===== config.mk =====
export PLATFORM = sky130hd
export DESIGN_NAME = spr_rom_arbiter
export DESIGN_NICKNAME = d
export VERILOG_FILES = /design/src/rtl/spr_rom_arbiter.sv
export SDC_FILE = /design/constraint.sdc
export NUM_CORES = 1
export LEC_CHECK = 0
export ABC_AREA = 1
export CAP_MARGIN = 10
export CORE_UTILIZATION = 43
export CTS_CLUSTER_DIAMETER = 30
export DETAILED_ROUTE_END_ITERATION = 6
export PLACE_DENSITY = 0.78
export RECOVER_POWER = 25
export SKIP_CTS_REPAIR_TIMING = 1
export SLEW_MARGIN = 15
export SYNTH_ARGS = -nofsm -noshare
export SYNTH_HDL_FRONTEND = slang
export SYNTH_SLANG_ARGS = --single-unit
export TNS_END_PERCENT = 100

===== constraint.sdc =====
create_clock -name clk_main -period 3.88 [get_ports clk_main]
set_input_delay 0.582 -clock clk_main [delete_from_list [all_inputs] [get_ports clk_main]]
set_output_delay 0.582 -clock clk_main [all_outputs]
set_load 0.005 [all_outputs]

===== src/rtl/spr_rom_arbiter.sv =====
// spr_rom_arbiter: shares one sprite ROM port between renderer and CPU.
// Define SPR_ROM_CACHE_EN to add a one-entry renderer read cache.
module spr_rom_arbiter #(
    parameter int AW       = 19,
    parameter int FAIR_MAX = 4
) (
    input  logic          clk_main,
    input  logic          reset,
    input  logic          rnd_req,
    input  logic [AW-1:0] rnd_addr,
    output logic          rnd_valid,
    output logic [31:0]   rnd_data,
    input  logic          cpu_req,
    input  logic [AW-1:0] cpu_addr,
    output logic          cpu_valid,
    output logic [31:0]   cpu_data,
    output logic          mem_req,
    output logic [AW-1:0] mem_addr,
    input  logic          mem_ack,
    input  logic [31:0]   mem_dout,
    output logic          overrun
);

    localparam int FW = $clog2(FAIR_MAX + 1);
    localparam logic [FW-1:0] FAIR_TOP = FW'(FAIR_MAX);

    typedef enum logic [1:0] {
        IDLE,
        ISSUE,
        DONE
    } state_t;

    state_t        state_q, state_d;
    logic          rnd_pend_q, rnd_pend_d;
    logic [AW-1:0] rnd_addr_q, rnd_addr_d;
    logic          cpu_pend_q, cpu_pend_d;
    logic [AW-1:0] cpu_addr_q, cpu_addr_d;
    logic [FW-1:0] fair_cnt_q, fair_cnt_d;
    logic          overrun_q, overrun_d;
    logic          owner_q, owner_d;
    logic          mem_req_q, mem_req_d;
    logic [AW-1:0] mem_addr_q, mem_addr_d;
    logic          rnd_valid_q, rnd_valid_d;
    logic          cpu_valid_q, cpu_valid_d;
    logic [31:0]   rnd_data_q, rnd_data_d;
    logic [31:0]   cpu_data_q, cpu_data_d;

    logic          rnd_grant;
    logic          cpu_grant;
    logic          rnd_hit;
    logic          mem_go;
    logic          ack_take;
    logic          cache_hit;
    logic [31:0]   hit_data;

    // An ack only counts while a transaction is outstanding.
    assign ack_take = (state_q == ISSUE) && mem_ack;

`ifdef SPR_ROM_CACHE_EN
    logic          cache_vld_q;
    logic [AW-1:0] cache_tag_q;
    logic [31:0]   cache_data_q;

    assign cache_hit = cache_vld_q && (rnd_addr_q == cache_tag_q);
    assign hit_data  = cache_data_q;

    // Remember the most recent renderer fill; CPU fills leave it alone.
    always_ff @(posedge clk_main or posedge reset) begin
        if (reset) begin
            cache_vld_q  <= 1'b0;
            cache_tag_q  <= '0;
            cache_data_q <= '0;
        end else if (ack_take && !owner_q) begin
            cache_vld_q  <= 1'b1;
            cache_tag_q  <= mem_addr_q;
            cache_data_q <= mem_dout;
        end
    end
`else
    assign cache_hit = 1'b0;
    assign hit_data  = '0;
`endif

    // Arbitration, slot bookkeeping and next-state decode.
    always_comb begin
        state_d   = state_q;
        rnd_grant = 1'b0;
        cpu_grant = 1'b0;

        unique case (state_q)
            IDLE: begin
                if (cpu_pend_q &&
                    (!rnd_pend_q || fair_cnt_q == FAIR_TOP)) begin
                    cpu_grant = 1'b1;
                    state_d   = ISSUE;
                end else if (rnd_pend_q) begin
                    rnd_grant = 1'b1;
                    if (!cache_hit) begin
                        state_d = ISSUE;
                    end
                end
            end
            ISSUE: begin
                if (mem_ack) begin
                    state_d = DONE;
                end
            end
            DONE: begin
                state_d = IDLE;
            end
            default: begin
                state_d = IDLE;
            end
        endcase

        rnd_hit = rnd_grant && cache_hit;
        mem_go  = cpu_grant || (rnd_grant && !cache_hit);

        rnd_pend_d = rnd_req || (rnd_pend_q && !rnd_grant);
        rnd_addr_d = rnd_req ? rnd_addr : rnd_addr_q;
        cpu_pend_d = cpu_req || (cpu_pend_q && !cpu_grant);
        cpu_addr_d = cpu_req ? cpu_addr : cpu_addr_q;

        // A strobe on the grant cycle simply re-arms the slot.
        overrun_d = overrun_q ||
                    (rnd_req && rnd_pend_q && !rnd_grant);

        fair_cnt_d = fair_cnt_q;
        if (!cpu_pend_q || cpu_grant) begin
            fair_cnt_d = '0;
        end else if (rnd_grant && fair_cnt_q != FAIR_TOP) begin
            fair_cnt_d = fair_cnt_q + 1'b1;
        end

        mem_req_d  = mem_req_q;
        mem_addr_d = mem_addr_q;
        owner_d    = owner_q;
        if (mem_go) begin
            mem_req_d  = 1'b1;
            mem_addr_d = cpu_grant ? cpu_addr_q : rnd_addr_q;
            owner_d    = cpu_grant;
        end else if (ack_take) begin
            mem_req_d = 1'b0;
        end

        rnd_valid_d = (ack_take && !owner_q) || rnd_hit;
        cpu_valid_d = ack_take && owner_q;

        rnd_data_d = rnd_data_q;
        cpu_data_d = cpu_data_q;
        if (ack_take && !owner_q) begin
            rnd_data_d = mem_dout;
        end else if (rnd_hit) begin
            rnd_data_d = hit_data;
        end
        if (ack_take && owner_q) begin
            cpu_data_d = mem_dout;
        end
    end

    // Control state, request slots and memory-side registers.
    always_ff @(posedge clk_main or posedge reset) begin
        if (reset) begin
            state_q    <= IDLE;
            rnd_pend_q <= 1'b0;
            rnd_addr_q <= '0;
            cpu_pend_q <= 1'b0;
            cpu_addr_q <= '0;
            fair_cnt_q <= '0;
            overrun_q  <= 1'b0;
            owner_q    <= 1'b0;
            mem_req_q  <= 1'b0;
            mem_addr_q <= '0;
        end else begin
            state_q    <= state_d;
            rnd_pend_q <= rnd_pend_d;
            rnd_addr_q <= rnd_addr_d;
            cpu_pend_q <= cpu_pend_d;
            cpu_addr_q <= cpu_addr_d;
            fair_cnt_q <= fair_cnt_d;
            overrun_q  <= overrun_d;
            owner_q    <= owner_d;
            mem_req_q  <= mem_req_d;
            mem_addr_q <= mem_addr_d;
        end
    end

    // Return-side valid strobes and held read data.
    always_ff @(posedge clk_main or posedge reset) begin
        if (reset) begin
            rnd_valid_q <= 1'b0;
            cpu_valid_q <= 1'b0;
            rnd_data_q  <= '0;
            cpu_data_q  <= '0;
        end else begin
            rnd_valid_q <= rnd_valid_d;
            cpu_valid_q <= cpu_valid_d;
            rnd_data_q  <= rnd_data_d;
            cpu_data_q  <= cpu_data_d;
        end
    end

    assign rnd_valid = rnd_valid_q;
    assign rnd_data  = rnd_data_q;
    assign cpu_valid = cpu_valid_q;
    assign cpu_data  = cpu_data_q;
    assign mem_req   = mem_req_q;
    assign mem_addr  = mem_addr_q;
    assign overrun   = overrun_q;

endmodule


==> qor.yml, run 1 <==
run_status:
  status: "complete, but fails checks"
  violations: "max-capacitance violations, max-slew violations"
die:
  die_y_um: 115.2
  coreArea_sq_mm: 0.01226
  rows: 40
  die_area_sq_mm: 0.01328
  ios: 162
  start_util_pct: 44.96
  dieWidth_um: 115.2
synthesis:
  avgSynthCellArea_sq_um: 9.344
  synth.ff_latch_count: 133
  seq_area_frac_synth_pct: 60.37
  synth_top_area_share_pct: 60.37
  syn_inst: 590
  synth_area_leaders: "dfrtp_1 60%, nand2_1 14%, o21ai_2 6.4%"
  synthesis.area_sq_mm: 0.005513
  ys_warn_count: 0
  syn_nets: 667
  ys_types: 20
  synth_area_leader_cell: "dfrtp_1"
timing:
  hold_viol_final: 0
  slew_viol_final: 134
  finalCriticalPeriod_ps: 2566
  setup_ws_ps: 1314
  post-route-period-util_pct: 66.14
  fin_tns_setup_ps: 0
  setup_viol: 0
  tightest_slew_ps: 1776
  fmax_ghz: 0.3897
  rsz0062_at_grt: "no"
  skew_ps: 7.472
  whs_ps: 476.4
  slew_headroom_pct: -18.40
clock_network:
  htreeDepth: 4
  cts_root_buffer: "clkbuf_16"
  cts_buffer_depth: 2
  clkTransAtPathRegs_ps: 60
  cts_tree: "yes"
  clk_latency_ps: 400
  cts_buffers: 17
  clock_sinks: 133
placed_design:
  gp_congestion: 0.7833
  port_buffers: 161
  hpwlAfterDp_um: 8980
  dp_slack_ps: 1339
layout:
  fin_nets: 820
  insertedDiodeCount: 0
  syn_to_final_growth_pct: 41.51
  final_cell_mix: "199 x nand2_1, 159 x clkdlybuf4s50_1, 133 x dfrtp_1, 64 x inv_1, 40 x o21ai_2"
  layout-drive-gt1-share_pct: 10.85
  utilization_pct: 63.62
  final_common_cell: "nand2_1"
drt:
  dr.pass1.iters: 5
  wl_per_cell_um: 14.19
  ant_nets: 0
  totalWireLength_um: 13110
  vias: 4544
  vias_per_cell: 4.918
  drc_errors: 0
  drtIter0Drc: 361
critical_path:
  crit_chain: "inv_1 -> ha_1 -> nand2_1 -> nand2_1 -> nand3_1 -> nand2_1 -> nand3_1"
  required_ps: 4160
  max_stage_delay_ps: 790
  arrival_ps: 2840
  cp-start-kind: "flop"
  worst-path-max-fanout: 22
  path_class: "reg -> reg"
  critPathCaptureType: "flop"
  crit_top_cell: "nand2_1"
  critPathBufInv: 1
  crit_slowest_cell: "nand3_1"
  critPathTopFamily: "simple AND/OR/NAND/NOR gates"
pwr:
  powerDensity_mw_per_mm2: 769.4
  irDropWorstVdd_mv: 0.3340
  power_leakage_nw: 3.773
  p_total_mw: 6.003
global_routing:
  grt_pass1_vias: 4597
  grt_max_degree: 134
  track_usage_pct: 21.04
  grt_pass1_wl_um: 21690
  antenna_found_initial: 0
  overflow: 0
flow_run:
  max_cap_viol_count: 1
hold_path:
  hp-class: "reg -> reg"
## through the flow
step / area [sq um] / cells
final: 7801 / 924
after global routing: 7801 / 924
after CTS: 7825 / 924
after detailed placement: 7192 / 892
after global placement: 7192 / 892
after floorplan: 5517 / 590
## final cells by class
| type | count | area, sq um |
|---|---|---|
| clock buffer | 20 | 456.7 |
| clock inverter | 12 | 176.4 |
| fill | 988 | 4461 |
| inverter | 66 | 251.5 |
| multi-input combinational | 357 | 1705 |
| sequential | 133 | 3328 |
| tap | 168 | 210.2 |
| timing repair buffer | 168 | 1673 |
## registers in the layout, summed over array words and instances (netlist names)
| signal | count |
|---|---|
| state_q | 2 |
| mem_addr | 19 |
| cpu_data | 32 |
| rnd_valid | 1 |
| cpu_pend_q | 1 |
| cpu_addr_q | 19 |
| mem_req | 1 |
| rnd_pend_q | 1 |
| rnd_data | 32 |
| overrun | 1 |
| cpu_valid | 1 |
| rnd_addr_q | 19 |
| fair_cnt_q | 3 |
| owner_q | 1 |
## kinds of logic (layout without fill, tap and decap cells)
logic type,count (synthesis),after routing,synth area share [%]
and+or+nand+nor,266,266,19.61
DFF,133,133,60.37
buffers and inverters,100,266,8.647
adders and majority gates,2,2,0.4539
AOI/OAI and AO/OA,88,88,10.76
xor gates and xnor gates,1,1,0.1589
## cells in the mapped netlist
cell type,instances
a21oi_1,1
buf_1,1
buf_2,9
buf_6,12
clkbuf_1,12
dfrtp_1,133
ha_1,2
inv_1,65
inv_2,1
nand2_1,201
nand3_1,20
nand4_1,19
nor2_1,24
nor2_2,1
nor2_4,1
o21ai_0,21
o21ai_1,25
o21ai_2,40
o31ai_1,1
xor2_1,1
## path summary, 6_finish.rpt
| path | start | endpoint | slack, ps | depth (start not counted) |
|---|---|---|---|---|
| hold / removal | cpu_addr_q[0] | cpu_addr_q[0] | 480 | 2 |
| setup reg to reg | fair_cnt_q[0] | mem_addr[12] | 1310 | 7 |
| setup / recovery | fair_cnt_q[0] | mem_addr[12] | 1310 | 7 |
| min in group asynchronous | reset | rnd_addr_q[11] | 1300 | 3 |
| hold reg to reg | cpu_addr_q[0] | cpu_addr_q[0] | 480 | 2 |
| max in group asynchronous | reset | cpu_addr_q[1] | 1440 | 3 |
## metal layers
| metal | track usage (%) | vias to the layer above | routed length (um) | part of all wire (%) |
|---|---|---|---|---|
| li1 | - | 2164 | - | - |
| met1 | 27.78 | 2159 | 5684 | 43 |
| met2 | 34.42 | 200 | 6245 | 48 |
| met3 | 4.902 | 21 | 961 | 7.3 |
| met4 | 6.840 | 0 | 222 | 1.7 |
| met5 | 0 | - | 0 | 0 |
## power by group
group | total [mW] | leakage [nW] | internal (mW) | switching (mW)
clock network | 1.69 | 0.306 | 1.11 | 0.583
registers | 2.18 | 1.64 | 1.87 | 0.308
logic | 2.13 | 1.82 | 1.13 | 1.00
total | 6.00 | 3.77 | 4.11 | 1.89
## worst min-delay path, stage by stage (launching register included)
cell,delay (ps)
dfrtp_1,340
nand2_1,60
nand2_1,50
(Power assumes the default switching activity.)
==> inputs of run 2 (changes only) <==
--- a/config.mk
+++ b/config.mk
@@ -7,10 +7,10 @@
 export LEC_CHECK = 0
 export ABC_AREA = 1
 export CAP_MARGIN = 10
-export CORE_UTILIZATION = 43
+export CORE_UTILIZATION = 47
 export CTS_CLUSTER_DIAMETER = 30
 export DETAILED_ROUTE_END_ITERATION = 6
-export PLACE_DENSITY = 0.78
+export PLACE_DENSITY = 0.81
 export RECOVER_POWER = 25
 export SKIP_CTS_REPAIR_TIMING = 1
 export SLEW_MARGIN = 15
==> constraint.sdc (replaced) <==
create_clock -name clk_main -period 2.6 [get_ports clk_main]
set_input_delay 0.39 -clock clk_main [delete_from_list [all_inputs] [get_ports clk_main]]
set_output_delay 0.39 -clock clk_main [all_outputs]
set_load 0.005 [all_outputs]
==> qor.yml, run 2 (synthesis results as in run 1) <==
global_routing:
  overflow: 0
  grt_pass1_wl_um: 20390
  track_usage_pct: 22.12
  grt_pass1_vias: 4459
  grt_max_degree: 66
  antenna_found_initial: 0
drt:
  ant_nets: 0
  drtIter0Drc: 307
  vias: 4497
  totalWireLength_um: 12730
  vias_per_cell: 4.986
  wl_per_cell_um: 14.11
  drc_errors: 0
  dr.pass1.iters: 4
layout:
  layout-drive-gt1-share_pct: 11.46
  final_common_cell: "nand2_1"
  final_cell_mix: "199 x nand2_1, 159 x clkdlybuf4s50_1, 133 x dfrtp_1, 64 x inv_1, 40 x o21ai_2"
  syn_to_final_growth_pct: 40.58
  stdcell_count: 902
  fin_nets: 823
  utilization_pct: 67.87
  insertedDiodeCount: 0
critical_path:
  endpoint: "rnd_data[10]"
  r2r_cells: 6
  cp-start-kind: "input port"
  arrival_ps: 2460
  crit_start: "mem_ack"
  required_ps: 2840
  worst-path-max-fanout: 65
  worstReg2RegStart: "state_q[0]"
  r2r_setup_slack_ps: 450
  critPathCaptureType: "flop"
  path_class: "in -> reg"
  reg2reg_to: "rnd_data[10]"
timing:
  finalCriticalPeriod_ps: 2222
  whs_ps: 471.8
  fmax_ghz: 0.4500
  tightest_slew_ps: 1477
  fin_tns_setup_ps: 0
  hold_viol_final: 0
  slew_viol_final: 0
  slew_headroom_pct: 1.561
  setup_ws_ps: 377.7
  skew_ps: 4.093
  post-route-period-util_pct: 85.47
  rsz0062_at_grt: "no"
  setup_viol: 0
die:
  coreArea_sq_mm: 0.01142
  die_area_sq_mm: 0.01217
  ios: 162
  rows: 39
  start_util_pct: 48.28
  dieWidth_um: 110.3
  die_y_um: 110.3
pwr:
  power_leakage_nw: 3.778
  irDropWorstVdd_mv: 0.6194
  p_switching_mw: 2.761
  power.internal_mw: 5.975
  switching_share_pct: 31.60
  combPwrFrac_pct: 36.7
  powerDensity_mw_per_mm2: 1127
  p_clk_share_pct: 26.6
  sequentialPowerShare_pct: 36.7
clock_network:
  clk_latency_ps: 400
  cts_tree: "yes"
  clkTransAtPathRegs_ps: 50
  htreeDepth: 4
  cts_buffer_depth: 2
  cts_root_buffer: "clkbuf_16"
  clock_sinks: 133
  cts_buffers: 17
placed_design:
  dp_slack_ps: 583.5
  dpl.cell_count: 870
  port_buffers: 161
  hpwlAfterDp_um: 8664
  gp_congestion: 0.7795
hold_path:
  hp-class: "reg -> reg"
flow_run:
  max_cap_viol_count: 0
run_status:
  status: "finished, final reports clean"
==> run 2: changes by cell type in the layout (fill, tap and decap cells not counted), sizes merged <==
cell / previous run / this run
clkbuf: 22 / 27
bufinv: 4 / 1
buf: 5 / 7
inv: 66 / 65
==> run 2: worst min-delay path by stage <==
stage,start,slack [ps],depth (start not counted),to
finish,cpu_addr_q[15],470,2,cpu_addr_q[15]
global route,cpu_addr_q[17],500,2,cpu_addr_q[17]
CTS,reset,440,2,rnd_valid
detailed placement,cpu_addr_q[15],460,2,cpu_addr_q[15]
global placement,cpu_addr_q[0],460,2,cpu_addr_q[0]
floorplan,cpu_addr_q[0],440,2,cpu_addr_q[0]
==> run 2: critical path, cell delays in order <==
cell	delay, ps
clkdlybuf4s50_1	490
nand2_1	80
nor2_1	210
nand2_2	60
clkbuf_2	730
nand2_1	330
o21ai_2	80
==> run 2: cell type report <==
cell class / count / area [sq um]
Fill cell: 865 / 3669
Sequential cell: 133 / 3328
Multi-Input combinational cell: 357 / 1705
Timing Repair Buffer: 171 / 1697
Clock buffer: 24 / 521.8
Inverter: 66 / 249.0
Tap cell: 143 / 178.9
Clock inverter: 8 / 70.07
==> run 2: through the flow <==
step | power, mW | instance area, sq um
final | 8.736 | 7750
after global routing | 9.324 | 7750
after CTS | 8.835 | 7800
after detailed placement | 6.448 | 7208
after global placement | 6.310 | 7208
after floorplan | 4.768 | 5517
==> run 2: per-layer routing <==
metal,global-route usage [%],part of all wire (%),vias up
li1,-,-,2171
met1,28.19,43,2092
met2,35.05,47,206
met3,5.938,7.9,28
met4,10.62,1.8,0
met5,0,0,-
==> run 2: power by group through the flow <==
| stage | combinational [mW] | clock (mW) | sequential [mW] |
|---|---|---|---|
| after floorplan | 1.54 | 0 | 3.23 |
| after global placement | 3.10 | 0 | 3.21 |
| after detailed placement | 3.22 | 0 | 3.23 |
| after CTS | 3.26 | 2.37 | 3.21 |
| after global routing | 3.58 | 2.46 | 3.29 |
| final | 3.20 | 2.32 | 3.21 |
==> inputs of run 3 (changes only) <==
--- a/config.mk
+++ b/config.mk
@@ -13,6 +13,7 @@
 export PLACE_DENSITY = 0.81
 export RECOVER_POWER = 25
 export SKIP_CTS_REPAIR_TIMING = 1
+export SKIP_LAST_GASP = 1
 export SLEW_MARGIN = 15
 export SYNTH_ARGS = -nofsm -noshare
 export SYNTH_HDL_FRONTEND = slang
==> results of run 3 <==
Final layout, timing and power as in run 2 (identical DEF).
